$ cat src/rtl/regfile_mp_if.sv
`default_nettype none
// ==========================================================================
// Module  : regfile_mp_if
// Purpose : Writeback/decode bus of the multi-port register file.
// Rev     : 1.0  initial release
// ==========================================================================
interface regfile_mp_if #(
  parameter int DATA_W = 32,
  parameter int ADDR_W = 5,
  parameter int NREAD  = 2
);
  logic                     we0;
  logic [ADDR_W-1:0]        waddr0;
  logic [DATA_W-1:0]        wdata0;
  logic                     we1;
  logic [ADDR_W-1:0]        waddr1;
  logic [DATA_W-1:0]        wdata1;
  logic                     mark;
  logic [ADDR_W-1:0]        mark_addr;
  logic                     swap;
  logic [NREAD*ADDR_W-1:0]  raddr;
  logic [NREAD*DATA_W-1:0]  rdata;
  logic [NREAD-1:0]         rbusy;

  modport master (
    output we0, waddr0, wdata0, we1, waddr1, wdata1,
    output mark, mark_addr, swap, raddr,
    input  rdata, rbusy
  );

  modport slave (
    input  we0, waddr0, wdata0, we1, waddr1, wdata1,
    input  mark, mark_addr, swap, raddr,
    output rdata, rbusy
  );
endinterface
`default_nettype wire

$ cat src/rtl/regfile_mp.sv
`default_nettype none
// ==========================================================================
// Module  : regfile_mp
// Purpose : Multi-port register file, two write ports, bypass, busy scoreboard.
// Rev     : 1.0  initial release
// ==========================================================================
module regfile_mp #(
  parameter int DATA_W = 32,
  parameter int ADDR_W = 5,
  parameter int NREAD  = 2,
  parameter int BYPASS = 1
) (
  input  logic        clk,
  input  logic        rst_n,
  regfile_mp_if.slave bus
);

  localparam int c_depth = 1 << ADDR_W;

  logic [DATA_W-1:0]       r_mem [c_depth];
  logic [c_depth-1:0]      r_busy;
  logic [ADDR_W-1:0]       w_ea  [NREAD];
  logic [NREAD*DATA_W-1:0] w_rdata;
  logic [NREAD-1:0]        w_rbusy;
  logic                    w_w0_ok;
  logic                    w_w1_ok;
  logic                    w_mark_ok;

  assign w_w0_ok   = bus.we0  && (bus.waddr0 != '0);
  assign w_w1_ok   = bus.we1  && (bus.waddr1 != '0);
  assign w_mark_ok = bus.mark && (bus.mark_addr != '0);

  always_ff @(posedge clk or negedge rst_n) begin
    if (!rst_n) begin
      for (int i = 0; i < c_depth; i++) begin
        r_mem[i] <= '0;
      end
      r_busy <= '0;
    end else begin
      // W1 (load return) wins a same-address collision.
      if (w_w0_ok && !(w_w1_ok && (bus.waddr1 == bus.waddr0))) begin
        r_mem[bus.waddr0] <= bus.wdata0;
      end
      if (w_w1_ok) begin
        r_mem[bus.waddr1] <= bus.wdata1;
      end
      if (bus.we1) begin
        r_busy[bus.waddr1] <= 1'b0;
      end
      // Placed after the clear so a newly issued load keeps the register busy.
      if (w_mark_ok) begin
        r_busy[bus.mark_addr] <= 1'b1;
      end
    end
  end

  always_comb begin
    w_rdata = '0;
    w_rbusy = '0;
    for (int k = 0; k < NREAD; k++) begin
      w_ea[k] = bus.raddr[k*ADDR_W +: ADDR_W];
    end
    if (bus.swap) begin
      w_ea[0] = bus.raddr[ADDR_W +: ADDR_W];
      w_ea[1] = bus.raddr[0 +: ADDR_W];
    end
    for (int k = 0; k < NREAD; k++) begin
      w_rdata[k*DATA_W +: DATA_W] = r_mem[w_ea[k]];
      if ((BYPASS != 0) && (w_ea[k] != '0)) begin
        if (bus.we1 && (bus.waddr1 == w_ea[k])) begin
          w_rdata[k*DATA_W +: DATA_W] = bus.wdata1;
        end else if (bus.we0 && (bus.waddr0 == w_ea[k])) begin
          w_rdata[k*DATA_W +: DATA_W] = bus.wdata0;
        end
      end
      w_rbusy[k] = r_busy[w_ea[k]];
    end
    // Bypassed write data must not leak out while reset is held.
    if (!rst_n) begin
      w_rdata = '0;
      w_rbusy = '0;
    end
  end

  assign bus.rdata = w_rdata;
  assign bus.rbusy = w_rbusy;

endmodule
`default_nettype wire

$ cat src/flat_wrapper.sv
// flat-port wrapper written by rule: the top's interface ports become plain ports
module regfile_mp_flat 
#(
  parameter int DATA_W = 32,
  parameter int ADDR_W = 5,
  parameter int NREAD  = 2,
  parameter int BYPASS = 1
)
  (clk, rst_n, bus_we0, bus_waddr0, bus_wdata0, bus_we1, bus_waddr1, bus_wdata1, bus_mark, bus_mark_addr, bus_swap, bus_raddr, bus_rdata, bus_rbusy);
  regfile_mp_if #(.DATA_W(DATA_W), .ADDR_W(ADDR_W), .NREAD(NREAD)) bus_i ();
  input  logic clk;
  input  logic rst_n;
  input wire logic [$bits(bus_i.we0)-1:0] bus_we0;
  input wire logic [$bits(bus_i.waddr0)-1:0] bus_waddr0;
  input wire logic [$bits(bus_i.wdata0)-1:0] bus_wdata0;
  input wire logic [$bits(bus_i.we1)-1:0] bus_we1;
  input wire logic [$bits(bus_i.waddr1)-1:0] bus_waddr1;
  input wire logic [$bits(bus_i.wdata1)-1:0] bus_wdata1;
  input wire logic [$bits(bus_i.mark)-1:0] bus_mark;
  input wire logic [$bits(bus_i.mark_addr)-1:0] bus_mark_addr;
  input wire logic [$bits(bus_i.swap)-1:0] bus_swap;
  input wire logic [$bits(bus_i.raddr)-1:0] bus_raddr;
  output wire logic [$bits(bus_i.rdata)-1:0] bus_rdata;
  output wire logic [$bits(bus_i.rbusy)-1:0] bus_rbusy;
  assign bus_i.we0 = bus_we0;
  assign bus_i.waddr0 = bus_waddr0;
  assign bus_i.wdata0 = bus_wdata0;
  assign bus_i.we1 = bus_we1;
  assign bus_i.waddr1 = bus_waddr1;
  assign bus_i.wdata1 = bus_wdata1;
  assign bus_i.mark = bus_mark;
  assign bus_i.mark_addr = bus_mark_addr;
  assign bus_i.swap = bus_swap;
  assign bus_i.raddr = bus_raddr;
  assign bus_rdata = bus_i.rdata;
  assign bus_rbusy = bus_i.rbusy;
  regfile_mp #(.DATA_W(DATA_W), .ADDR_W(ADDR_W), .NREAD(NREAD), .BYPASS(BYPASS)) u_core (.clk(clk), .rst_n(rst_n), .bus(bus_i));
endmodule
$ cat config.mk
export PLATFORM = sky130hd
export DESIGN_NAME = regfile_mp_flat
export DESIGN_NICKNAME = d
export VERILOG_FILES = /design/src/rtl/regfile_mp_if.sv /design/src/rtl/regfile_mp.sv /design/src/flat_wrapper.sv
export SDC_FILE = /design/constraint.sdc
export NUM_CORES = 2
export LEC_CHECK = 0
export ABC_AREA = 1
export CORE_ASPECT_RATIO = 2
export CORE_MARGIN = 2
export CORE_UTILIZATION = 40
export CTS_BUF_LIST = sky130_fd_sc_hd__clkbuf_8
export DETAILED_ROUTE_END_ITERATION = 7
export PLACE_DENSITY_LB_ADDON = 0.2
export SYNTH_ARGS = -nofsm -noshare
export SYNTH_HDL_FRONTEND = slang
export SYNTH_SLANG_ARGS = --single-unit
$ cat constraint.sdc
create_clock -name clk -period 2.8 [get_ports clk]
set_input_delay 0.56 -clock clk [delete_from_list [all_inputs] [get_ports clk]]
set_output_delay 0.56 -clock clk [all_outputs]
set_load 0.01 [all_outputs]
# ---- Word-level counts from Yosys, hierarchy flattened
# Index checks and enable logic that the tools add are counted.
dict set report op_classes {
  n_shift 0
  div_mod_pow 0
  add_sub_neg 0
  mul 0
  reduce_logical 19
  order_cmp 12
  bitwise_logic 7
  muxes 33
  n_eq_ne 5
}
# cell count
set ops {}
lappend ops {{1024-bit bitwise mux} 2}
lappend ops {{1024-bit two-way mux} 2}
lappend ops {{32-bit two-way mux} 14}
lappend ops {{32-bit binary-select mux with 5-bit select} 2}
lappend ops {{32-bit demux with 5-bit select} 2}
lappend ops {{64-bit two-way mux} 1}
lappend ops {{32-bit bitwise AND} 1}
lappend ops {{32-bit inverter} 1}
lappend ops {{32-bit bitwise OR} 1}
lappend ops {{5-bit == test} 5}
lappend ops {{5-bit nonzero test} 5}
lappend ops {{6-bit >= comparator (second input constant)} 4}
lappend ops {{5-bit by 6-bit < comparator with 1-bit output (second input constant)} 4}
lappend ops {{5-bit inverter with 6-bit output} 4}
lappend ops {{1-bit logical AND} 13}
lappend ops {{6-bit by 1-bit < comparator with 1-bit output (second input constant)} 2}
lappend ops {{1-bit binary-select mux with 5-bit select} 2}
lappend ops {{1-bit demux with 5-bit select} 2}
lappend ops {{5-bit by 1-bit >= comparator with 1-bit output (second input constant)} 2}
lappend ops {{10-bit two-way mux} 1}
lappend ops {{1-bit two-way mux} 4}
lappend ops {{2-bit two-way mux} 1}
lappend ops {{1-bit zero test} 1}
dict set report word_totals {
  mem_count 0
  regBits 1056
  mem_bits_rw 0
  latchBits 0
  out_inout_bits 66
  mem_bits_ro 0
  wordCells 109
  in_bits 95
}

# ---- Logic depth before layout (Yosys ltp)
dict set report logic_depth {
  depth_word 9
  depth_mapped 17
  ltp_nobuf 13
}

# ---- Worst setup path before layout
# OpenSTA, ideal clock, no wires.
dict set report synth_path {
  kind {input-to-output}
  from {input bus_swap}
  to {output bus_rdata[43]}
  slack_ns -0.030
  t_required_ns 2.240
  path_buffers 3
  path_stages 10
  t_arrival_ns 2.270
  path_cell_list {buf_4 -> buf_4 -> o21ai_1 -> xor2_1 -> nor2_1 -> clkbuf_1 -> nand4_1 -> nand2_1 -> nand2_1 -> a21oi_1}
}
dict set report synth_between {
  elab_chain_cells 9
  elab_cells_between_ends 14
  classes_between {eq/ne: 2; mux: 8; bitwise: 1; reduce/logical: 3}
}
# item line_no
set synth_rtl {}
lappend synth_rtl {{from (decl)} flat_wrapper.sv:21} ;# input wire logic [$bits(bus_i.swap)-1:0] bus_swap;
lappend synth_rtl {{10-bit two-way mux (*)} regfile_mp.sv:63} ;# if (bus.swap) begin
lappend synth_rtl {{5-bit inverter with 6-bit output (implied by the code)} regfile_mp.sv:68} ;# w_rdata[k*DATA_W +: DATA_W] = r_mem[w_ea[k]];
lappend synth_rtl {{32-bit binary-select mux with 5-bit select} regfile_mp.sv:68}
lappend synth_rtl {{32-bit two-way mux (implied by the code) (2 in series)} regfile_mp.sv:68}
lappend synth_rtl {{32-bit two-way mux} regfile_mp.sv:72} ;# end else if (bus.we0 && (bus.waddr0 == w_ea[k])) begin
lappend synth_rtl {{32-bit two-way mux} regfile_mp.sv:70} ;# if (bus.we1 && (bus.waddr1 == w_ea[k])) begin
lappend synth_rtl {{32-bit two-way mux (*)} regfile_mp.sv:69} ;# if ((BYPASS != 0) && (w_ea[k] != '0)) begin
lappend synth_rtl {{64-bit two-way mux (*)} regfile_mp.sv:79} ;# if (!rst_n) begin
lappend synth_rtl {{to (decl)} flat_wrapper.sv:23} ;# output wire logic [$bits(bus_i.rdata)-1:0] bus_rdata;
# Every way passes the cells marked *; elsewhere a longest branch is shown, timed or not. The select of a mux whose other input is x is not followed.

# ---- Worst setup path in the final report
dict set report layout_path {
  from {input bus_swap}
  to {output bus_rdata[32]}
}
# The elaborated chain is that of the path after synthesis.

==> results.md <==
* Post-CTS clock slew at the launch and capture registers of the worst setup and hold paths at 0.07 ns
* Number of enable flip-flop cells after synthesis at 0
* Type of the tightest min-delay check: flip-flop to flip-flop
* Endpoint required time on the critical path at 2.24 ns
* GRT Overall Usage at 0.420
* Setup repair after global routing missed its margin: yes
* Core area at 0.203 mm^2
* Tightest hold margin at 0.412 ns
* Final count of hold timing violations at 0
* Tmin final at 3.49 ns
* Final WS setup at -0.692 ns
* Worst path max stage delay at 0.20 ns
* Initial core utilization at 0.403
* Ports at 161
* Via count of the first global-routing pass at 97000
* Setup_tns at -35.94 ns
* Count of port buffers added during placement at 160
* Cells taking the most area after synthesis: sky130_fd_sc_hd__dfrtp_1, sky130_fd_sc_hd__nand2_1, sky130_fd_sc_hd__nand3_1
* Crit path max-delay cell type: sky130_fd_sc_hd__nor2_2
* Total wire length at 455000 um
* Sequential fraction of the synthesis area at 0.323
* Cell area power density at 576 mW/mm^2
* Die Span Y at 644 um
* Area growth from synthesis to final layout at 31.2%
* Outcome: finished, violations left
* Gate count after technology mapping at 14200
* Static Leak at 55.7 nW
* Detailed Routing Iterations Pass 1 at 6
* Cell-by-cell trace of the critical path: buf_12 > buf_8 > inv_16 > buf_6 > o21ai_4 > buf_12 > buf_12 > nor2_4 > buf_12 > clkbuf_16 > clkbuf_16 > nand2_1 > nor2_2 > nor2_2 > nand2_2 > nand2_2 > nand2_4 > a21oi_2 > buf_2
* Iteration-0 DRC Markers at 13200
* Max_slew headroom at 0.292
* Count of vias placed by the detailed router at 104000
* Most instantiated flip-flop cell in the synthesis netlist: sky130_fd_sc_hd__dfrtp_1
* Total overflow reported by the global router at 0
* ANT nets after route at 0
* Setup violations, final at 66
* Crit-path most repeated cell: sky130_fd_sc_hd__buf_12
* Max-cap violations at 0
* Clk buf depth at 4
* Share of the clock period used by the worst path at 1.25
* Setup crit end kind: primary output
* Number of levels the H-tree was split into at 4
* Pin count of the biggest net entering global routing at 144
* Weighted congestion at the end of routability-driven global placement at 0.998
* Syn_nets at 14300
* Worst-margin pin slew at 1.06 ns
* Distinct cells, synth at 28
* Avg Cell Area, Syn at 5.76 um^2
* Total CTS buffers at 179
* Area of the die at 0.208 mm^2
* Standard-cell rows at 234
* Achievable frequency at 0.286 GHz
* Final Max Slew Viols at 0
* Worst-path fanout max at 7
* CTS tree: done
* Violated checks: negative setup slack
* Clk_lat worst skew at 0.90 ns
* Largest voltage drop on the vdd net at 0.440 mV
* Number of antenna violations at the first check in global routing at 8
* Final core utilization at 0.528
* Proportion of netlist area held by the largest area contributor at 0.323
* Type of element launching the critical path: input port
* Post-Synthesis Cell Area at 0.0818 mm^2
* Mean number of vias per cell at 5.91
* WL per Instance at 25.7 um
* Sum of net half-perimeters after detailed placement at 304000 um
* Most common cell in the synthesized netlist: sky130_fd_sc_hd__nand2_1
* Arrival time at the worst endpoint at 2.93 ns
* Post-synth top area cell: sky130_fd_sc_hd__dfrtp_1
* Root Driver: sky130_fd_sc_hd__clkbuf_8
* Fin Clk Skew at 0 ns
* First-pass GRT wire length at 650000 um
* Synth top cells by count: sky130_fd_sc_hd__nand2_1, sky130_fd_sc_hd__nand3_1, sky130_fd_sc_hd__dfrtp_1, sky130_fd_sc_hd__inv_1, sky130_fd_sc_hd__clkbuf_1
* Synth warn at 0
* Net count of the finished layout at 14900
* Die X-Extent at 324 um
* Final Cell Area at 0.107 mm^2
* Number of sinks handled by clock tree synthesis at 1056
* Share of final-layout standard cells stronger than drive strength 1 at 0.168
* DRC at 0
* CP Class: input port to primary output
* Async set or reset register ratio after synthesis at 1.00
* Post-place instance area at 0.0957 mm^2
* FF+latch count, synth at 1056
## layout by cell type, fill, tap and decap left out, types with 178 or more instances in the layout
| master | synthesis | routed |
|---|---|---|
| sky130_fd_sc_hd__nor2_1 | 421 | 280 |
| sky130_fd_sc_hd__nand2_2 | 1 | 178 |
| sky130_fd_sc_hd__clkbuf_8 | 0 | 237 |
| sky130_fd_sc_hd__buf_4 | 8 | 865 |
| sky130_fd_sc_hd__dfrtp_1 | 1056 | 1056 |
| sky130_fd_sc_hd__buf_12 | 0 | 389 |
| sky130_fd_sc_hd__nand3_1 | 2968 | 2891 |
| sky130_fd_sc_hd__o21ai_0 | 773 | 762 |
| sky130_fd_sc_hd__nand2_1 | 6253 | 5974 |
| sky130_fd_sc_hd__inv_1 | 1001 | 1035 |
## worst max-delay path, delay by kind of cell
kind,cells,cell delay (ns)
simple gates,7,0.85
buf+inv,10,1.35
compound gates,2,0.13
## sequential cells by signal, indices dropped and copies added (netlist names)
signal / count
u_core.r_mem: 1024
u_core.r_busy: 32
## where the power goes
| part | total (mW) | internal (mW) | leakage (nW) | switching (mW) |
|---|---|---|---|---|
| Combinational | 23.5 | 9.35 | 40.9 | 14.1 |
| Sequential | 22.9 | 19.1 | 12.7 | 3.79 |
| Clock | 15.5 | 7.80 | 2.09 | 7.66 |
| Total | 61.9 | 36.3 | 55.7 | 25.6 |
## metrics by stage
stage               total power, mW  instances  setup slack, ns
floorplan                      34.9      14200          0.00184
global placement               43.3      17100            -1.91
detailed placement             43.4      17100            -1.91
CTS                            60.3      17600           -0.567
global route                   65.2      17700           -0.676
finish                         61.9      17700           -0.692
## path summary, 6_finish.rpt
path | from | end | slack [ns] | cells after the start
max | bus_swap | bus_rdata[32] | -0.69 | 19
min | u_core.r_mem[994]$_DFF_PN0_ | u_core.r_mem[994]$_DFF_PN0_ | 0.41 | 0
max reg2reg | u_core.r_mem[17]$_DFF_PN0_ | u_core.r_mem[17]$_DFF_PN0_ | 1.57 | 9
min reg2reg | u_core.r_mem[994]$_DFF_PN0_ | u_core.r_mem[994]$_DFF_PN0_ | 0.41 | 0
max in group asynchronous | rst_n | u_core.r_mem[428]$_DFF_PN0_ | 0.84 | 5
min in group asynchronous | rst_n | u_core.r_mem[64]$_DFF_PN0_ | 0.43 | 3
## logic make-up after synthesis
family,Yosys count,synth area share
AND/OR/NAND/NOR,9750,0.497
buffers and inverters,2276,0.110
AO/OA/AOI/OAI,1125,0.0698
flip-flops,1056,0.323
XOR/XNOR,6,0.000642
## cell type report
cell class,instances,area [um^2]
inverters,1048,3980
repair buffers,1657,20400
multi-input cells,10900,49500
clock inverters,75,399
fillers,20700,95900
diodes,8,20.0
well taps,2714,3400
flip-flops and latches,1056,26400
clock buffers,237,3260
## what timing repair did
item	CTS	global route
setup buffers	154	63
resized for setup	1014	404
endpoints found under the setup margin	66	66
hold buffers	1	0
hold endpoints to repair	70	0
gates cloned	58	22
pin swaps	195	196
## layer usage
layer	track usage	wire length, um
met5	0	59
met4	0.370	49700
met3	0.0968	49400
met2	0.657	203000
met1	0.476	153000
No activity file was read; power rests on OpenSTA's default activity.
